==> src/rtl/vga_timing_gen.sv <==
// vga_timing_gen: 640x480@60 raster timing with a centred 2x-scaled 256x240 NES window.
module vga_timing_gen #(
  parameter int H_ACTIVE = 640,
  parameter int H_FP = 16,
  parameter int H_SYNC = 96,
  parameter int H_BP = 48,
  parameter int V_ACTIVE = 480,
  parameter int V_FP = 10,
  parameter int V_SYNC = 2,
  parameter int V_BP = 33,
  parameter logic HSYNC_POL = 1'b0,
  parameter logic VSYNC_POL = 1'b0,
  parameter int NES_X_OFS = 64
) (
  input  logic       clk,
  input  logic       rst,
  output logic       hsync,
  output logic       vsync,
  output logic       blank,
  output logic [9:0] h_cnt,
  output logic [9:0] v_cnt,
  output logic       nes_active,
  output logic [7:0] nes_x,
  output logic [7:0] nes_y,
  output logic       line_start,
  output logic       frame_start
);
  localparam logic [9:0] HA  = 10'(H_ACTIVE);
  localparam logic [9:0] HS0 = 10'(H_ACTIVE + H_FP);
  localparam logic [9:0] HS1 = 10'(H_ACTIVE + H_FP + H_SYNC);
  localparam logic [9:0] HL  = 10'(H_ACTIVE + H_FP + H_SYNC + H_BP - 1);
  localparam logic [9:0] VA  = 10'(V_ACTIVE);
  localparam logic [9:0] VS0 = 10'(V_ACTIVE + V_FP);
  localparam logic [9:0] VS1 = 10'(V_ACTIVE + V_FP + V_SYNC);
  localparam logic [9:0] VL  = 10'(V_ACTIVE + V_FP + V_SYNC + V_BP - 1);
  localparam logic [9:0] NX0 = 10'(NES_X_OFS);
  localparam logic [9:0] NX1 = 10'(NES_X_OFS + 512);
  logic [9:0] hc, vc, nx_sub;
  logic       h_end, v_act, hs_d, vs_d, bl_d, na_d, ls_d, fs_d;
  logic [7:0] nx_d, ny_d;
  assign h_end = hc == HL;
  always_ff @(posedge clk or posedge rst) begin
    if (rst) begin
      hc <= '0;
      vc <= '0;
    end else begin
      hc <= h_end ? '0 : hc + 10'd1;
      if (h_end) vc <= (vc == VL) ? '0 : vc + 10'd1;
    end
  end
  // Decode the current counter position; the registers below present it one cycle later.
  always_comb begin
    v_act  = vc < VA;
    hs_d   = (hc >= HS0 && hc < HS1) ? HSYNC_POL : ~HSYNC_POL;
    vs_d   = (vc >= VS0 && vc < VS1) ? VSYNC_POL : ~VSYNC_POL;
    bl_d   = hc >= HA || !v_act;
    na_d   = hc >= NX0 && hc < NX1 && v_act;
    nx_sub = hc - NX0;
    nx_d   = na_d ? nx_sub[8:1] : 8'd0;
    ny_d   = na_d ? vc[8:1] : 8'd0;
    ls_d   = hc == '0 && v_act;
    fs_d   = hc == '0 && vc == '0;
  end
  always_ff @(posedge clk or posedge rst) begin
    if (rst) begin
      hsync       <= ~HSYNC_POL;
      vsync       <= ~VSYNC_POL;
      blank       <= 1'b1;
      h_cnt       <= '0;
      v_cnt       <= '0;
      nes_active  <= 1'b0;
      nes_x       <= '0;
      nes_y       <= '0;
      line_start  <= 1'b0;
      frame_start <= 1'b0;
    end else begin
      hsync       <= hs_d;
      vsync       <= vs_d;
      blank       <= bl_d;
      h_cnt       <= hc;
      v_cnt       <= vc;
      nes_active  <= na_d;
      nes_x       <= nx_d;
      nes_y       <= ny_d;
      line_start  <= ls_d;
      frame_start <= fs_d;
    end
  end
endmodule
==> config.mk <==
export PLATFORM = sky130hd
export DESIGN_NAME = vga_timing_gen
export DESIGN_NICKNAME = d
export VERILOG_FILES = /design/src/rtl/vga_timing_gen.sv
export SDC_FILE = /design/constraint.sdc
export NUM_CORES = 1
export LEC_CHECK = 0
export ABC_CLOCK_PERIOD_IN_PS = 2550
export CAP_MARGIN = 20
export CORE_MARGIN = 2
export CORE_UTILIZATION = 51
export CTS_CLUSTER_SIZE = 10
export DETAILED_ROUTE_END_ITERATION = 8
export PLACE_DENSITY = 0.89
export SKIP_LAST_GASP = 1
export SLEW_MARGIN = 30
export SYNTH_ARGS = -nofsm -noshare
export SYNTH_HDL_FRONTEND = slang
export SYNTH_SLANG_ARGS = --single-unit
==> constraint.sdc <==
create_clock -name clk -period 2.55 [get_ports clk]
set_clock_uncertainty 0.05 [all_clocks]
set_input_delay 0.51 -clock clk [delete_from_list [all_inputs] [get_ports clk]]
set_output_delay 0.51 -clock clk [all_outputs]
set_load 0.05 [all_outputs]
After elaboration in Yosys (flattened, before gate mapping)
Cells that the tools add are included.

Word-level logic and storage cells: 41. Register bits: 62. Output and inout port bits: 42.

$add $sub $neg: 3. Equal/unequal tests: 2. Multiplexer cells: 6. Reduce and logical (&&, ||, !) cells: 10. Order comparisons: 8.

Operator list (count): $add 10x1->10 const B (2); $eq 10x10->1 const B (2); $ge 10x10->1 const B (2); $logic_not 10->1 (2); $lt 10x10->1 const B (2); $lt 10x9->1 const B (2); $mux 10 (2); $mux 8 (2); $ge 10x7->1 const B (1); $ge 10x9->1 const B (1); $sub 9x7->9 const B (1); $logic_and 1x1->1 (6); $mux 1 (2); $logic_not 1->1 (1); $logic_or 1x1->1 (1).

Longest topological paths before layout
Gate-level depths: netlist (run 1).

Depth after elaboration: 4. Gate-level depth with buffers: 7.

Worst setup path before layout (run 1)
Ideal clock, no wire load.

Path type: reg-to-reg. From: register hc[7]. To: register vc[3]. Setup slack: 0.802 ns. Stages on the path, launching flop included: 7. Data required time: 2.424 ns. Arrival time: 1.622 ns. Clock period less this slack: 1.748 ns. Buffers on the path: 0. Cell sequence: dfrtp_1 -> inv_1 -> ha_1 -> nand4b_1 -> or2_1 -> or3_1 -> o21ai_1.

Cells in the longest elaborated chain, start to end: 1.

RTL lines: from (decl) (line 38) `logic [9:0] hc, vc, nx_sub;`; from (signal assigned) (line 47) `hc <= h_end ? '0 : hc + 10'd1;`; $eq 10x10->1 (line 41) `assign h_end = hc == HL;`; to (signal assigned) (line 48) `if (h_end) vc <= (vc == VL) ? '0 : vc + 10'd1;`; to (decl) (line 38).

Every way passes these cells. A chain may end at the register's enable or synchronous reset.

Worst setup path in the final report (run 1)
From: register vsync. To: output vsync.

RTL lines: from (decl) (line 18) `output logic vsync,`; from (signal assigned) (line 67) `vsync <= ~VSYNC_POL;`; from (signal assigned) (line 78) `vsync <= vs_d;`.

No word-level cell between the ends.

==> flow_metrics.tcl, run 1 <==
set metrics [dict create \
    status "completed" \
    clk_latency_ns 0.33 \
    p_per_area_nw_per_um2 617.4 \
    fin_crit_sh_pct 86.23 \
    dp.cells 284 \
    drv_cap 0 \
    worstPathRequired_ns 1.99 \
    setup.worst_path.start_class "register" \
    grt_use_total_pct 19.54 \
    ys.flop_type "dfrtp_1" \
    cp-end-kind "output port" \
    via_count 1623 \
    clkTransAtPathRegs_ns 0.07 \
    synth_cell_type_count 40 \
    ant_nets 0 \
    synth.yosys.seq_area_share_pct 64.37 \
    worstPathCellList "clkdlybuf4s50_1" \
    arrival_ns 1.64 \
    hpwl_um 3070 \
    slowest_stage "clkdlybuf4s50_1" \
    power_uw 1934 \
    cts_resized 0 \
    slew_viol_final 0 \
    max_stage_delay_ns 0.79 \
    antenna_found_initial 0 \
    clock.fmax_mhz 454.8 \
    crit_buf_inv 1 \
    fp.dieW_um 72.83 \
    portBuffers 43 \
    n_fill_cell 346 \
    routed_wl_um 4611 \
    first_global_vias 1613 \
    syn-cell-area_um2 2416 \
    die_area_um2 5304 \
    die_h_um 72.83 \
    p_leak_uw 0.001481 \
    cts_buffer_depth 2 \
    ys_async_sr_fraction_pct 100.0 \
    post-place-ws_ns 0.3386 \
    setup_viol 0 \
    grt_util_met1_pct 25.18 \
    fin_setup_tns_ns 0 \
    post-route-min-period_ns 2.199 \
    antennaDiodeCount 0 \
    timing.final.ws_setup_ns 0.3513 \
    drive_above_1_share_pct 10.57 \
    ioPinCount 44 \
    initial_core_util_pct 52.19 \
    netlist.area_leader.share_pct 61.11 \
    drtIter0Drc 81 \
    grt_pass1_wl_um 7672 \
    drt_first_pass_iters 4 \
    grt_max_degree 26 \
    min_path_type "reg2reg" \
    avgViaCountPerCell 5.410 \
    busiest_layer "met2" \
    routedWlPerCell_um 15.37 \
    dpl-instance-area_um2 2910 \
    syn-mean-instance-area_um2 12.72 \
    post_cts_buffers 0 \
    hold_viol 0 \
    path_max_fanout 1 \
    rsz0062_at_grt "false" \
    grt_use_met3_pct 4.558 \
    tightest_slew_ns 0.6214 \
    ir_drop_mv 0.3547 \
    cts_buffers 9 \
    fin_cells 300 \
    worstSetupPathType "reg2out" \
    slew_headroom_pct 58.44 \
    cts_max_level 3 \
    critPathTopFamily "buffers and inverters" \
    rows 25 \
    gp_congestion 0.8756 \
    yosys_warnings 0 \
    cts_root_buffer "clkbuf_8" \
    tritoncts "built" \
    hold_buffers 0 \
    final_cell_area_um2 3133 \
    placeableCoreArea_um2 4629 \
    yosysTopAreaCell "dfrtp_1" \
    grt_overflow 0 \
    synth_edf_count 0 \
    grt_use_met2_pct 29.49 \
    clock_sinks 62 \
    syn-num-nets 201 \
    ff_latch_area_um2 1555 \
    layout.nets 252 \
    drc 0 \
    synth-seq-cells 62 \
    multi_input_comb_area_um2 780.7 \
    synthCells 190 \
    ys_top_cells_by_area "dfrtp_1 (61%), ha_1 (4.7%), and2_1 (3.9%)" \
    syn2layout_area_growth_pct 29.67 \
]
[metal layers]
layer / up-vias / wire length (µm)
met2: 58 / 2331
met3: 9 / 192
met1: 812 / 1982
met4: 0 / 104
met5: - / 0
li1: 744 / -
[cell usage in the layout, fill, tap and decap left out, types with 2 or more instances in the layout]
| cell | n |
|---|---|
| buf_4 | 3 |
| clkdlybuf4s50_1 | 43 |
| nor2b_1 | 2 |
| xor2_1 | 3 |
| ha_1 | 9 |
| a311oi_1 | 2 |
| nor2_1 | 11 |
| xnor2_1 | 6 |
| inv_1 | 10 |
| clkbuf_8 | 10 |
| o21ai_0 | 8 |
| and3_1 | 3 |
| clkinv_2 | 2 |
| a31oi_1 | 3 |
| and2_1 | 15 |
| a21oi_1 | 3 |
| nand3_1 | 8 |
| nand4_1 | 7 |
| clkbuf_1 | 2 |
| dfrtp_1 | 59 |
| nand2_1 | 6 |
| dfstp_2 | 3 |
| bufinv_16 | 2 |
| nand2b_1 | 3 |
| and4_1 | 2 |
| mux2i_1 | 2 |
[cell usage after synthesis (2+ instances only)]
cell type  instances
nand2b_1           3
a31oi_1            3
ha_1               9
nand3_1            8
nand4_1            7
nor2b_1            2
inv_1             11
a21oi_1            3
buf_2              4
and3_1             3
xnor2_1            6
xor2_1             3
dfrtp_1           59
buf_6              2
dfstp_2            3
nand2_1            6
and2_1            15
and4_1             2
nor2_1            11
mux2i_1            2
a311oi_1           2
o21ai_0            8
[layout make-up]
type	count	share of cell area (%)
Sequential cell	62	49.64
Tap cell	54	2.157
Timing Repair Buffer	47	15.10
Clock buffer	12	4.633
Inverter	11	1.318
Multi-Input combinational cell	110	24.92
Clock inverter	4	2.236
[cell families (layout without fill, tap and decap cells)]
kind of cell,after synthesis,count (layout),synth area share (%)
DFF,62,62,64.37
adders and majority gates,9,9,4.661
xor gates and xnor gates,9,9,3.263
buffers and inverters,18,74,3.625
and+or+nand+nor,67,67,17.09
muxes,2,2,0.8286
AOI/OAI and AO/OA,23,23,6.163
[per-stage QoR]
step | hold WS [ns] | util [%]
3_3_place_gp | 0.3930 | 62.86
3_5_place_dp | 0.3976 | 62.86
4_1_cts | 0.4094 | 67.51
2_1_floorplan | 0.2987 | -
5_1_grt | 0.4372 | 67.68
6_report | 0.4189 | 67.68
[power breakdown]
part | internal, µW | switching (µW) | total, µW
Sequential | 984 | 0 | 984
Clock | 574 | 350 | 925
Combinational | 6.50 | 19.4 | 25.9
Total | 1560 | 370 | 1930
[flip-flops by register name, summed over array words and instances (netlist names), 8 cells and up]
signal,flops
h_cnt,10
hc,10
v_cnt,10
vc,10
nes_x,8
nes_y,8
[path summary, 6_finish.rpt]
check	start	end	slack, ns	cells after the start
setup / recovery	vsync$_DFF_PP1_	vsync	0.35	1
setup reg to reg	hc[7]$_DFF_PP0_	vc[6]$_DFFE_PP0N_	0.42	7
hold reg to reg	vc[8]$_DFFE_PP0N_	v_cnt[8]$_DFF_PP0_	0.42	0
min in group asynchronous	rst	nes_y[2]$_DFF_PP0_	0.48	2
hold / removal	vc[8]$_DFFE_PP0N_	v_cnt[8]$_DFF_PP0_	0.42	0
max in group asynchronous	rst	hsync$_DFF_PP1_	1.36	3
No activity file was read; power rests on OpenSTA's default activity.
==> run 2, diff against run 1 <==
- CAP_MARGIN: 20 -> 5
- CORE_MARGIN: 2 -> default
- HOLD_SLACK_MARGIN: default -> 0.05
==> flow_metrics.tcl, run 2 (synthesis results as in run 1) <==
set metrics [dict create \
    setup.worst_path.start_class "register" \
    reg2reg_slack_ns 0.37 \
    placeableCoreArea_um2 4444 \
    startpoint "blank$_DFF_PP1_" \
    final_cell_mix "dfrtp_1 (59), clkdlybuf4s50_1 (43), and2_1 (15)" \
    avgViaCountPerCell 5.392 \
    first_global_vias 1549 \
    layout.nets 250 \
    routedWlPerCell_um 15.02 \
    cp-end-kind "output port" \
    tritoncts "built" \
    tightest_slew_ns 0.6103 \
    routed_wl_um 4445 \
    ioPinCount 44 \
    initial_core_util_pct 54.36 \
    cts_buffers 9 \
    worstPathRequired_ns 1.99 \
    min_path_type "reg2reg" \
    worstSetupPathType "reg2out" \
    grt_overflow 0 \
    slew_viol_final 0 \
    p_per_area_nw_per_um2 578.3 \
    path_max_fanout 1 \
    whs_ns 0.4272 \
    hold_viol 0 \
    max_stage_delay_ns 0.80 \
    fp.dieW_um 70.83 \
    slew_headroom_pct 59.18 \
    timing.rr.start "hc[7]$_DFF_PP0_" \
    drv_cap 0 \
    cts_root_buffer "clkbuf_8" \
    fin_crit_sh_pct 86.53 \
    die_h_um 70.83 \
    via_count 1596 \
    violations "DRC" \
    hp-start "vc[0]$_DFFE_PP0N_" \
    rsz0062_at_grt "false" \
    clock.fmax_mhz 453.2 \
    crit_buf_inv 1 \
    ir_drop_mv 0.2570 \
    cts_resized 0 \
    worstPathCellList "clkdlybuf4s50_1" \
    antenna_found_initial 0 \
    hpwl_um 2851 \
    die_area_um2 5017 \
    rows 24 \
    hold_buffers 0 \
    drtIter0Drc 138 \
    p_leak_uw 0.001455 \
    post-route-min-period_ns 2.206 \
    post_cts_buffers 0 \
    grt_use_total_pct 19.38 \
    clock_sinks 62 \
    ant_nets 0 \
    slowest_stage "clkdlybuf4s50_1" \
    drc 6 \
    arrival_ns 1.65 \
    drt_first_pass_iters 8 \
    setup_viol 0 \
    drive_above_1_share_pct 9.426 \
    clkTransAtPathRegs_ns 0.06 \
    fin_setup_tns_ns 0 \
    antennaDiodeCount 0 \
    cts_buffer_depth 2 \
    grt_max_degree 63 \
    critPathTopFamily "buffers and inverters" \
    grt_pass1_wl_um 7258 \
    portBuffers 43 \
    final_common_cell "dfrtp_1" \
    gp_congestion 0.8538 \
    clk_latency_ns 0.33 \
    status "finished, violations left" \
    cts_max_level 3 \
    syn2layout_area_growth_pct 27.55 \
]
==> run 2: cell count changes in the layout (fill, tap and decap cells not counted), sizes merged <==
| cell | previous run | this run |
|---|---|---|
| clkbuf | 12 | 15 |
| buf | 4 | 2 |
| bufinv | 2 | 0 |
| clkinv | 2 | 1 |
==> run 2: through the flow <==
stage / std cells / setup slack, ns / utilization (%) / area, µm² / power [µW]
final: 296 / 0.3436 / 69.34 / 3082 / 1782
after floorplan: 190 / 0.4536 / - / 2416 / 1016
after CTS: 296 / 0.3321 / 69.17 / 3074 / 1788
after detailed placement: 280 / 0.3851 / 65.09 / 2893 / 1026
after global placement: 280 / 0.4290 / 65.09 / 2893 / 1026
after global routing: 296 / 0.2147 / 69.34 / 3082 / 1840
==> run 2: per-layer routing <==
metal / wire length, µm / part of all wire, % / vias to the layer above / track usage (%)
met4: 104 / 2.3 / 0 / 10.89
met1: 2019 / 45 / 797 / 25.48
met3: 174 / 3.9 / 10 / 4.274
met2: 2146 / 48 / 47 / 30.13
li1: - / - / 742 / -
met5: 0 / 0 / - / 0
==> run 2: area by class of cell <==
cell class / instances / area (µm²)
clock inverter: 1 / 5.005
inverter: 11 / 41.29
sequential: 62 / 1555
fill: 318 / 1363
clock buffer: 15 / 176.4
tap: 52 / 65.06
timing repair buffer: 45 / 457.9
multi-input combinational: 110 / 780.7
==> run 2: final timing paths <==
check	end	depth (start not counted)
max	blank	1
min reg2reg	v_cnt[0]$_DFF_PP0_	0
max reg2reg	vc[4]$_DFFE_PP0N_	7
max in group asynchronous	hsync$_DFF_PP1_	3
min	v_cnt[0]$_DFF_PP0_	0
min in group asynchronous	vc[5]$_DFFE_PP0N_	3
==> run 2: power breakdown <==
part | switching [µW] | leakage, µW | internal [µW]
Sequential | 0 | 0.000832 | 984
Combinational | 18.6 | 0.000529 | 4.75
Clock | 343 | 0.0000937 | 432
Total | 361 | 0.00145 | 1420
==> run 3, diff against run 2 <==
- PLACE_DENSITY: 0.89 -> default
- PLACE_DENSITY_LB_ADDON: default -> 0.08
==> flow_metrics.tcl, run 3 (synthesis results as in run 1) <==
set metrics [dict create \
    grt_max_degree 63 \
    drt_first_pass_iters 8 \
    slowest_stage "clkdlybuf4s50_1" \
    timing.rr.start "hc[7]$_DFF_PP0_" \
    min_path_cells 0 \
    combinationalPowerShare_pct 1.1 \
    grt_pass1_wl_um 7990 \
    fin_crit_sh_pct 86.86 \
    die_h_um 70.83 \
    final_common_cell "dfrtp_1" \
    rsz0062_at_grt "false" \
    holdPathEnd "h_cnt[1]$_DFF_PP0_" \
    setup_viol 0 \
    ant_nets 0 \
    clkPwrFrac_pct 50.5 \
    pwr-share-seq_pct 48.4 \
    hold_viol 0 \
    post_cts_buffers 0 \
    drive_above_1_share_pct 10.25 \
    clk_latency_ns 0.34 \
    r2r-end "vc[4]$_DFFE_PP0N_" \
    p_int_uw 1658 \
    ioPinCount 44 \
    cp-end-kind "output port" \
    antenna_found_initial 0 \
    initial_core_util_pct 54.36 \
    tritoncts "built" \
    fin_util_pct 70.58 \
    crit_buf_inv 1 \
    reg2regPathDepth 7 \
    ir_drop_mv 0.5106 \
    cts_resized 0 \
    grt_use_total_pct 21.54 \
    drc 8 \
    cts_buffer_depth 2 \
    fin_cells 296 \
    arrival_ns 1.66 \
    fin_setup_tns_ns 0 \
    status "finished, violations left" \
    worstPathRequired_ns 1.99 \
    routed_wl_um 4753 \
    routedWlPerCell_um 16.06 \
    cts_root_buffer "clkbuf_8" \
    cts_max_level 3 \
    critPathTopFamily "buffers and inverters" \
    placeableCoreArea_um2 4444 \
    path_max_fanout 1 \
    clkTransAtPathRegs_ns 0.07 \
    syn2layout_area_growth_pct 29.83 \
    drv_cap 0 \
    slew_viol_final 0 \
    p_leak_uw 0.001486 \
    clock_sinks 62 \
    fp.dieW_um 70.83 \
    drtIter0Drc 123 \
    hold_buffers 0 \
    antennaDiodeCount 0 \
    reg2reg_slack_ns 0.53 \
    final_cell_mix "dfrtp_1 (59), clkdlybuf4s50_1 (43), and2_1 (15)" \
    violations "DRC" \
    via_count 1622 \
    worstPathCellList "clkdlybuf4s50_1" \
    dp.cells 281 \
    slew_headroom_pct 64.72 \
    swShare_pct 18.44 \
    gp_congestion 0.8158 \
    cts_buffers 9 \
    hp-start "hc[1]$_DFF_PP0_" \
    p_sw_uw 374.8 \
    p_per_area_nw_per_um2 648.0 \
    min_path_type "reg2reg" \
    layout.nets 251 \
    post-route-min-period_ns 2.215 \
    avgViaCountPerCell 5.480 \
    setup.worst_path.start_class "register" \
    clock.fmax_mhz 451.5 \
    portBuffers 43 \
    rows 24 \
    first_global_vias 1663 \
    tightest_slew_ns 0.5275 \
    die_area_um2 5017 \
    max_stage_delay_ns 0.80 \
    grt_overflow 0 \
    hpwl_um 3049 \
    worstSetupPathType "reg2out" \
]
run 3: changes by cell type in the layout (fill, tap and decap cells not counted):
| cell | before | now |
|---|---|---|
| a211oi_2 | 0 | 1 |
| bufinv_16 | 0 | 3 |
| a211oi_4 | 1 | 0 |
| clkbuf_1 | 3 | 1 |
| clkbuf_8 | 12 | 10 |
| buf_4 | 1 | 2 |
run 3: cell type report:
class | count | area [µm²]
clock buffer | 11 | 141.4
inverter | 11 | 41.29
sequential | 62 | 1555
multi-input combinational | 110 | 773.2
timing repair buffer | 46 | 465.4
tap | 52 | 65.06
clock inverter | 4 | 95.09
fill | 310 | 1308
run 3: worst reg2reg max path, stage by stage (launching register included):
cell,delay [ns]
dfrtp_1,0.43
inv_1,0.19
ha_1,0.25
nand4b_1,0.20
nor2_1,0.27
buf_4,0.21
nand4_1,0.14
mux2i_1,0.15
run 3: metrics by stage:
| step | hold slack (ns) | instance area [µm²] | worst slack [ns] | total power, µW |
|---|---|---|---|---|
| after global routing | 0.4443 | 3137 | 0.3051 | 2105 |
| final | 0.4317 | 3137 | 0.3350 | 2033 |
| after floorplan | 0.2987 | 2416 | 0.4536 | 1016 |
| after CTS | 0.4277 | 3137 | 0.3213 | 2052 |
| after global placement | 0.3833 | 2900 | 0.6674 | 1025 |
| after detailed placement | 0.4038 | 2900 | 0.5799 | 1027 |
run 3: how the worst max path moves through the flow:
| stage | start | to | slack (ns) | cells after the start |
|---|---|---|---|---|
| 3_5_place_dp | hc[7]$_DFF_PP0_ | vc[8]$_DFFE_PP0N_ | 0.58 | 7 |
| 3_3_place_gp | hc[7]$_DFF_PP0_ | vc[3]$_DFFE_PP0N_ | 0.67 | 6 |
| 4_1_cts | blank$_DFF_PP1_ | blank | 0.32 | 1 |
| 2_1_floorplan | rst | frame_start$_DFF_PP0_ | 0.45 | 1 |
| 5_1_grt | blank$_DFF_PP1_ | blank | 0.31 | 1 |
| 6_report | blank$_DFF_PP1_ | blank | 0.33 | 1 |
run 3: power groups by stage:
stage / registers (µW) / clock network, µW / logic, µW
CTS: 984 / 1040 / 24.9
floorplan: 1000 / 0 / 14.3
global route: 983 / 1090 / 27.8
detailed placement: 1000 / 0 / 24.8
global placement: 1000 / 0 / 23.7
finish: 984 / 1030 / 23.2
run 3: per-layer routing:
| layer | GRT usage, % | share of wire (%) | vias up |
|---|---|---|---|
| li1 | - | - | 747 |
| met1 | 27.90 | 45 | 797 |
| met2 | 33.23 | 45 | 64 |
| met3 | 5.413 | 6.7 | 14 |
| met4 | 12.67 | 2.5 | 0 |
| met5 | 0 | 0 | - |
